--- config.mk ---
export PLATFORM = sky130hd
export DESIGN_NAME = spi_memory_fsm_flat
export DESIGN_NICKNAME = d
export VERILOG_FILES = /design/src/rtl/spi_memory_fsm_if.sv /design/src/rtl/spi_memory_fsm.sv /design/src/flat_wrapper.sv
export SDC_FILE = /design/constraint.sdc
export NUM_CORES = 1
export LEC_CHECK = 0
export CAP_MARGIN = 0
export CORE_AREA = 4 4 45 47
export DETAILED_ROUTE_END_ITERATION = 6
export DIE_AREA = 0 0 49 51
export PLACE_DENSITY_LB_ADDON = 0.15
export SYNTH_ARGS = -nofsm -noshare
export SYNTH_HDL_FRONTEND = slang
export SYNTH_SLANG_ARGS = --single-unit
--- constraint.sdc ---
create_clock -name clk -period 1.55 [get_ports clk]
set_input_delay 0.2325 -clock clk [delete_from_list [all_inputs] [get_ports clk]]
set_output_delay 0.2325 -clock clk [all_outputs]
set_load 0.02 [all_outputs]
--- src/rtl/spi_memory_fsm_if.sv ---
// Handshake bundle between the SPI memory transaction controller and its datapath.
// The master side drives the conditioned SPI inputs; the slave side is the controller.
interface spi_memory_fsm_if;
    logic       cs;
    logic       sclk_posedge;
    logic       sr_pout0;
    logic       addr_we;
    logic       sr_we;
    logic       dm_we;
    logic       miso_buff_en;
    logic [3:0] state;

    modport master (
        output cs,
        output sclk_posedge,
        output sr_pout0,
        input  addr_we,
        input  sr_we,
        input  dm_we,
        input  miso_buff_en,
        input  state
    );

    modport slave (
        input  cs,
        input  sclk_posedge,
        input  sr_pout0,
        output addr_we,
        output sr_we,
        output dm_we,
        output miso_buff_en,
        output state
    );
endinterface

--- src/rtl/spi_memory_fsm.sv ---
// SPI memory transaction controller: frames 7 address bits, an R/W bit and 8 data bits,
// and sequences the address latch, shift-register load, memory write and MISO enable.
module spi_memory_fsm (
    input logic             clk,
    input logic             reset,
    spi_memory_fsm_if.slave bus
);

    typedef enum logic [3:0] {
        StIdle      = 4'd0,
        StGetAddr   = 4'd1,
        StDecode    = 4'd2,
        StReadWait  = 4'd3,
        StReadLoad  = 4'd4,
        StReadSend  = 4'd5,
        StWriteRecv = 4'd6,
        StWriteMem  = 4'd7,
        StDone      = 4'd8
    } state_e;

    state_e     state_q, state_d;
    logic [3:0] bit_count_q, bit_count_d;
    logic       addr_we_q, sr_we_q, dm_we_q, miso_buff_en_q;
    logic       last_edge;

    assign last_edge = bus.sclk_posedge && (bit_count_q == 4'd7);

    always_comb begin
        state_d     = state_q;
        bit_count_d = bit_count_q;
        case (state_q)
            StIdle: begin
                bit_count_d = 4'd0;
                if (!bus.cs) state_d = StGetAddr;
            end
            StGetAddr: begin
                if (bus.sclk_posedge) bit_count_d = bit_count_q + 4'd1;
                if (last_edge) state_d = StDecode;
            end
            StDecode: begin
                bit_count_d = 4'd0;
                state_d     = bus.sr_pout0 ? StReadWait : StWriteRecv;
            end
            StReadWait: state_d = StReadLoad;
            StReadLoad: begin
                bit_count_d = 4'd0;
                state_d     = StReadSend;
            end
            StReadSend: begin
                if (bus.sclk_posedge) bit_count_d = bit_count_q + 4'd1;
                if (last_edge) state_d = StDone;
            end
            StWriteRecv: begin
                if (bus.sclk_posedge) bit_count_d = bit_count_q + 4'd1;
                if (last_edge) state_d = StWriteMem;
            end
            StWriteMem: state_d = StDone;
            StDone:     state_d = StDone;
            default: begin
                state_d     = StIdle;
                bit_count_d = 4'd0;
            end
        endcase
        // Chip-select release aborts any frame and wins over a coincident SCLK edge.
        if (state_q != StIdle && bus.cs) begin
            state_d     = StIdle;
            bit_count_d = 4'd0;
        end
    end

    // Outputs are decoded from the next state so they are registered alongside it.
    always_ff @(posedge clk) begin
        if (reset) begin
            state_q         <= StIdle;
            bit_count_q     <= 4'd0;
            addr_we_q       <= 1'b0;
            sr_we_q         <= 1'b0;
            dm_we_q         <= 1'b0;
            miso_buff_en_q  <= 1'b0;
        end else begin
            state_q         <= state_d;
            bit_count_q     <= bit_count_d;
            addr_we_q       <= (state_d == StDecode);
            sr_we_q         <= (state_d == StReadLoad);
            dm_we_q         <= (state_d == StWriteMem);
            miso_buff_en_q  <= (state_d == StReadSend);
        end
    end

    assign bus.addr_we      = addr_we_q;
    assign bus.sr_we        = sr_we_q;
    assign bus.dm_we        = dm_we_q;
    assign bus.miso_buff_en = miso_buff_en_q;
    assign bus.state        = state_q;

endmodule

--- src/flat_wrapper.sv ---
// flat-port wrapper written by rule: the top's interface ports become plain ports
module spi_memory_fsm_flat 
  (clk, reset, bus_cs, bus_sclk_posedge, bus_sr_pout0, bus_addr_we, bus_sr_we, bus_dm_we, bus_miso_buff_en, bus_state);
  spi_memory_fsm_if bus_i ();
  input logic clk;
  input logic reset;
  input wire logic [$bits(bus_i.cs)-1:0] bus_cs;
  input wire logic [$bits(bus_i.sclk_posedge)-1:0] bus_sclk_posedge;
  input wire logic [$bits(bus_i.sr_pout0)-1:0] bus_sr_pout0;
  output wire logic [$bits(bus_i.addr_we)-1:0] bus_addr_we;
  output wire logic [$bits(bus_i.sr_we)-1:0] bus_sr_we;
  output wire logic [$bits(bus_i.dm_we)-1:0] bus_dm_we;
  output wire logic [$bits(bus_i.miso_buff_en)-1:0] bus_miso_buff_en;
  output wire logic [$bits(bus_i.state)-1:0] bus_state;
  assign bus_i.cs = bus_cs;
  assign bus_i.sclk_posedge = bus_sclk_posedge;
  assign bus_i.sr_pout0 = bus_sr_pout0;
  assign bus_addr_we = bus_i.addr_we;
  assign bus_sr_we = bus_i.sr_we;
  assign bus_dm_we = bus_i.dm_we;
  assign bus_miso_buff_en = bus_i.miso_buff_en;
  assign bus_state = bus_i.state;
  spi_memory_fsm u_core (.clk(clk), .reset(reset), .bus(bus_i));
endmodule
## After elaboration in Yosys (flattened, before gate mapping)

Cells that the tools add are included.

- Register bits: 12
- Output and inout bits: 8

- Add/subtract/negate cells: 1
- Equality and inequality tests: 14
- Muxes and demuxes: 9
- Bitwise gates (word level): 1
- Reduce and logical (&&, ||, !) cells: 9

Operators with widths:

| cell | number |
|---|---|
| == test 4 x 3 -> 1 bit, second input constant | 8 |
| case mux 4 bit (8 select lines) | 1 |
| 2-to-1 mux 4 bit | 6 |
| == test 4 x 2 -> 1 bit, second input constant | 3 |
| case mux 4 bit (2 select lines) | 1 |
| OR reduction 3 bit | 2 |
| adder 4 x 1 -> 4 bit, second input constant | 1 |
| == test 4 x 1 -> 1 bit, second input constant | 1 |
| == test 4 bit, second input constant | 1 |
| zero test 4 bit | 1 |
| nonzero test 4 bit | 1 |
| OR reduction 2 bit | 2 |
| 2-to-1 mux 3 bit | 1 |
| logical AND 1 bit | 2 |
| != test 2 x 1 -> 1 bit, second input constant | 1 |
| AND reduction 2 bit | 1 |
| NOT 1 bit | 1 |

## Depth between registers and ports, before layout

- Word-level depth: 6
- Mapped depth: 5
- Gate-level depth less buffers: 5

## Worst setup path before layout

Ideal clock, no wire load.

- Kind: register -> register
- Start point: register u_core.state_q[0], in the netlist u_core.bus.state[0]
- End point: register u_core.bit_count_q[1]
- Setup time: 86 ps
- Arrival time: 1,663 ps
- Data required time: 1,464 ps
- Path slack: -199 ps
- Stages on the path, launching flop included: 5
- Buffers on the path: 1
- Clock period less this slack: 1,749 ps
- Path through: dfxtp_1 > buf_6 > mux2_2 > or4b_4 > a221oi_2

- Word-level cells in the longest chain between the ends: 4

Ends and longest elaborated chain:

| item | line | source |
|---|---|---|
| start: declaration | spi_memory_fsm.sv:21 | `state_e state_q, state_d;` |
| start signal: assignment | spi_memory_fsm.sv:74 | `state_q <= StIdle;` |
| start signal: assignment | spi_memory_fsm.sv:81 | `state_q <= state_d;` |
| == test 4 x 1 -> 1 bit, or another cell as far along | spi_memory_fsm.sv:31 | `case (state_q)` |
| OR reduction 3 bit (no source line) | - |  |
| != test 2 x 1 -> 1 bit (no source line) or NOT 1 bit (tied branches) | - |  |
| AND reduction 2 bit (no source line) | - |  |
| end signal: assignment | spi_memory_fsm.sv:82 | `bit_count_q <= bit_count_d;` |
| end: declaration | spi_memory_fsm.sv:22 | `logic [3:0] bit_count_q, bit_count_d;` |

Several ways; a longest one is shown, not always the timed one.
A chain may end at the register's enable or synchronous reset.

## Worst setup path in the final report

- Start point: register u_core.state_q[1], in the netlist u_core.bus.state[1]
- End point: register u_core.bit_count_q[1]

Same word-level chain as after synthesis.

==> qor.csv <==
metric,value,unit
outcome,"finished, final reports clean",
number of I/O port buffers,12,
met2 track demand over resource,22.4,%
number of nets still failing antenna checks after routing,0,
max frequency,646,MHz
layout cell share with drive strength beyond 1,34.3,%
number of flops mapped to enable cells by yosys,0,
First DRT Iteration DRCs,12,
area fraction of the dominant cell type after synthesis,35.4,%
clock buffer count from CTS,3,
synthesized flop and latch total,12,
DRC violations left,0,
htree depth,1,
clock period minus worst slack,1.55,ns
highest cell delay on the worst timing path,0.56,ns
final worst path period share,99.9,%
biggest area consumer among synthesized cells,sky130_fd_sc_hd__dfxtp_1,
overall fraction of global-route tracks in use,13.5,%
Die Ht,51,um
sum of negative setup slack,0,ns
largest net degree at the start of global routing,11,
crit path launch type,register,
"Cell Chain, Critical Path",or4b_4 > o211ai_4 > buf_6 > nand2_1 > a221oi_2,
starting density of the core,41.1,%
library cell used as clock root buffer,sky130_fd_sc_hd__clkbuf_4,
met1 usage,15.3,%
DR vias,673,
ports placed on the boundary,13,
CTS Hold Buffers Added,0,
DP Area,885,um^2
final hold violations,0,
final setup vio count,0,
number of buffers and inverters on the critical path,1,
# fillers,148,
antenna diode count,0,
fraction of registers with async set/reset,0,%
Pwr Density,688,nW/um^2
count of cell types in the netlist,37,
synthesized area divided by synthesized cell count,9.06,um^2
Yosys Warn Count,0,
"Net count, final",106,
sequential element share of the synthesized area,35.4,%
vias in the first global route,620,
kind of cell with the highest combined delay on the critical path,simple AND/OR/NAND/NOR gates,
most common cell in the synthesized netlist,sky130_fd_sc_hd__dfxtp_1,
global routing's busiest layer,met2,
CP max FO,6,
cell with the biggest individual delay on the critical path,sky130_fd_sc_hd__or4b_4,
RSZ-0062 raised after global routing,true,
first-pass iteration count of the detailed router,4,
width of the die,49,um
Core Footprint,1650,um^2
cell types occupying the most area after synthesis,"sky130_fd_sc_hd__dfxtp_1 35%, sky130_fd_sc_hd__nor2_1 3.9%, sky130_fd_sc_hd__nor2b_1 3.7%",
standard-cell rows,15,
net count after synthesis,81,
tightest slew margin relative to the limit,77.9,%
Skew-Pair Late Insertion Delay,0.29,ns
worst min-delay path class,register to register,
global routing usage on met3,4.08,%
Longest Clk Path Bufs,2,
number of clock sinks,12,
most frequently used flop master after synthesis,sky130_fd_sc_hd__dfxtp_1,
largest vdd supply drop,378,uV
Tightest Pin Transition,0.329,ns
kind of end point of the critical path,register,
number of instances in the synthesized netlist,75,
"Reg clk slew, reported paths",0.09,ns
relative area change from synthesis to final layout,43.3,%
overflow left after global routing,0,
setup skew after layout,0.00941,ns
Vias per Instance,5.80,
Final Total Pwr,0.000670,W
Arrival @ worst endpoint,1.76,ns
# Post-CTS Setup Buffers,0,
average wire length per cell after detail routing,14.4,um
detailed placer's ending HPWL,1230,um
CP required,1.76,ns
clock tree from TritonCTS,done,
static leakage power,0.383,nW
antenna violations before repair,0,
Setup CP Type,register to register,
die area,2500,um^2
number of maximum-capacitance constraint violations,0,
Post-Layout Inst Area,973,um^2
netlist area before placement,679,um^2
global-route wire length before repair,2640,um
aggregate routed wire length,1670,um
Max Slew Vio Count,0,
share of the core filled with cells in the final layout,58.9,%
ranking of synthesized cells by instance count,"12 x sky130_fd_sc_hd__dfxtp_1, 7 x sky130_fd_sc_hd__nor2_1, 4 x sky130_fd_sc_hd__a21oi_1, 4 x sky130_fd_sc_hd__nor2b_1",
last weighted congestion value of the routability-driven placer,0.824,
-- cell usage in the layout (no fill, tap or decap), types with 4 or more instances in the layout --
| master | netlist | layout |
|---|---|---|
| sky130_fd_sc_hd__dfxtp_1 | 12 | 7 |
| sky130_fd_sc_hd__clkdlybuf4s50_1 | 0 | 8 |
| sky130_fd_sc_hd__nor2_1 | 7 | 7 |
| sky130_fd_sc_hd__buf_4 | 2 | 9 |
| sky130_fd_sc_hd__nor2b_1 | 4 | 4 |
-- report_power, final --
part	internal, W	switching (W)
registers	0.000308	0.00000759
clock network	0.000143	0.000119
logic	0.0000496	0.0000424
total	0.000501	0.000169
-- final timing paths --
check | from | endpoint | slack (ns) | depth (start not counted)
worst max-delay path | u_core.bus.state[1] | u_core.bit_count_q[1] | 0.001 | 5
worst min-delay path | u_core.bit_count_q[3] | u_core.bit_count_q[3] | 0.51 | 2
worst max register to register | u_core.bus.state[1] | u_core.bit_count_q[1] | 0.001 | 5
worst min register to register | u_core.bit_count_q[3] | u_core.bit_count_q[3] | 0.51 | 2
-- stage by stage --
stage | setup WS, ns | hold slack (ns) | instances
finish | 0.00114 | 0.511 | 116
CTS | -0.0121 | 0.514 | 116
global placement | -0.123 | 0.486 | 112
global route | -0.0591 | 0.548 | 116
floorplan | -0.0605 | 0.295 | 75
detailed placement | -0.174 | 0.503 | 112
-- flip-flops by register name, summed over array words and instances (netlist names) --
register                 cells
u_core.bus.miso_buff_en      1
u_core.bit_count_q           4
u_core.bus.sr_we             1
u_core.bus.state             4
u_core.bus.addr_we           1
u_core.bus.dm_we             1
-- layer usage --
metal  share of wire [%]  routed length, um
met2                  52                876
met4                 1.9                 31
met3                 4.3                 72
met5                   0                  0
met1                  41                693
-- tightest hold or removal path, delay by kind of cell (launching register included) --
kind            cells  cell delay, ns
compound gates      2            0.13
flops               1            0.33
-- cell families (layout without fill, tap and decap cells) --
logic type	count (synthesis)	after routing	share of synthesized area (%)
DFF	12	12	35.4
adders and majority gates	1	1	1.84
muxes	1	1	1.66
AOI/OAI and AO/OA	22	22	24.1
xor gates and xnor gates	1	1	1.29
and+or+nand+nor	32	32	30.2
buffers and inverters	6	30	5.52
-- what timing repair did --
item | in CTS | in global routing
endpoints found under the hold margin | 0 | 0
pin swaps | 0 | 5
setup endpoints to repair | 3 | 7
resized for setup | 6 | 12
-- area by class of cell --
cell class	count	area, um^2	share of cell area [%]
flip-flops and latches	12	254	26.1
well taps	17	21.3	2.19
repair buffers	23	209	21.5
clock buffers	4	36.3	3.73
inverters	3	11.3	1.16
multi-input cells	57	442	45.4
Note: power is estimated with default switching activity, not from simulation.
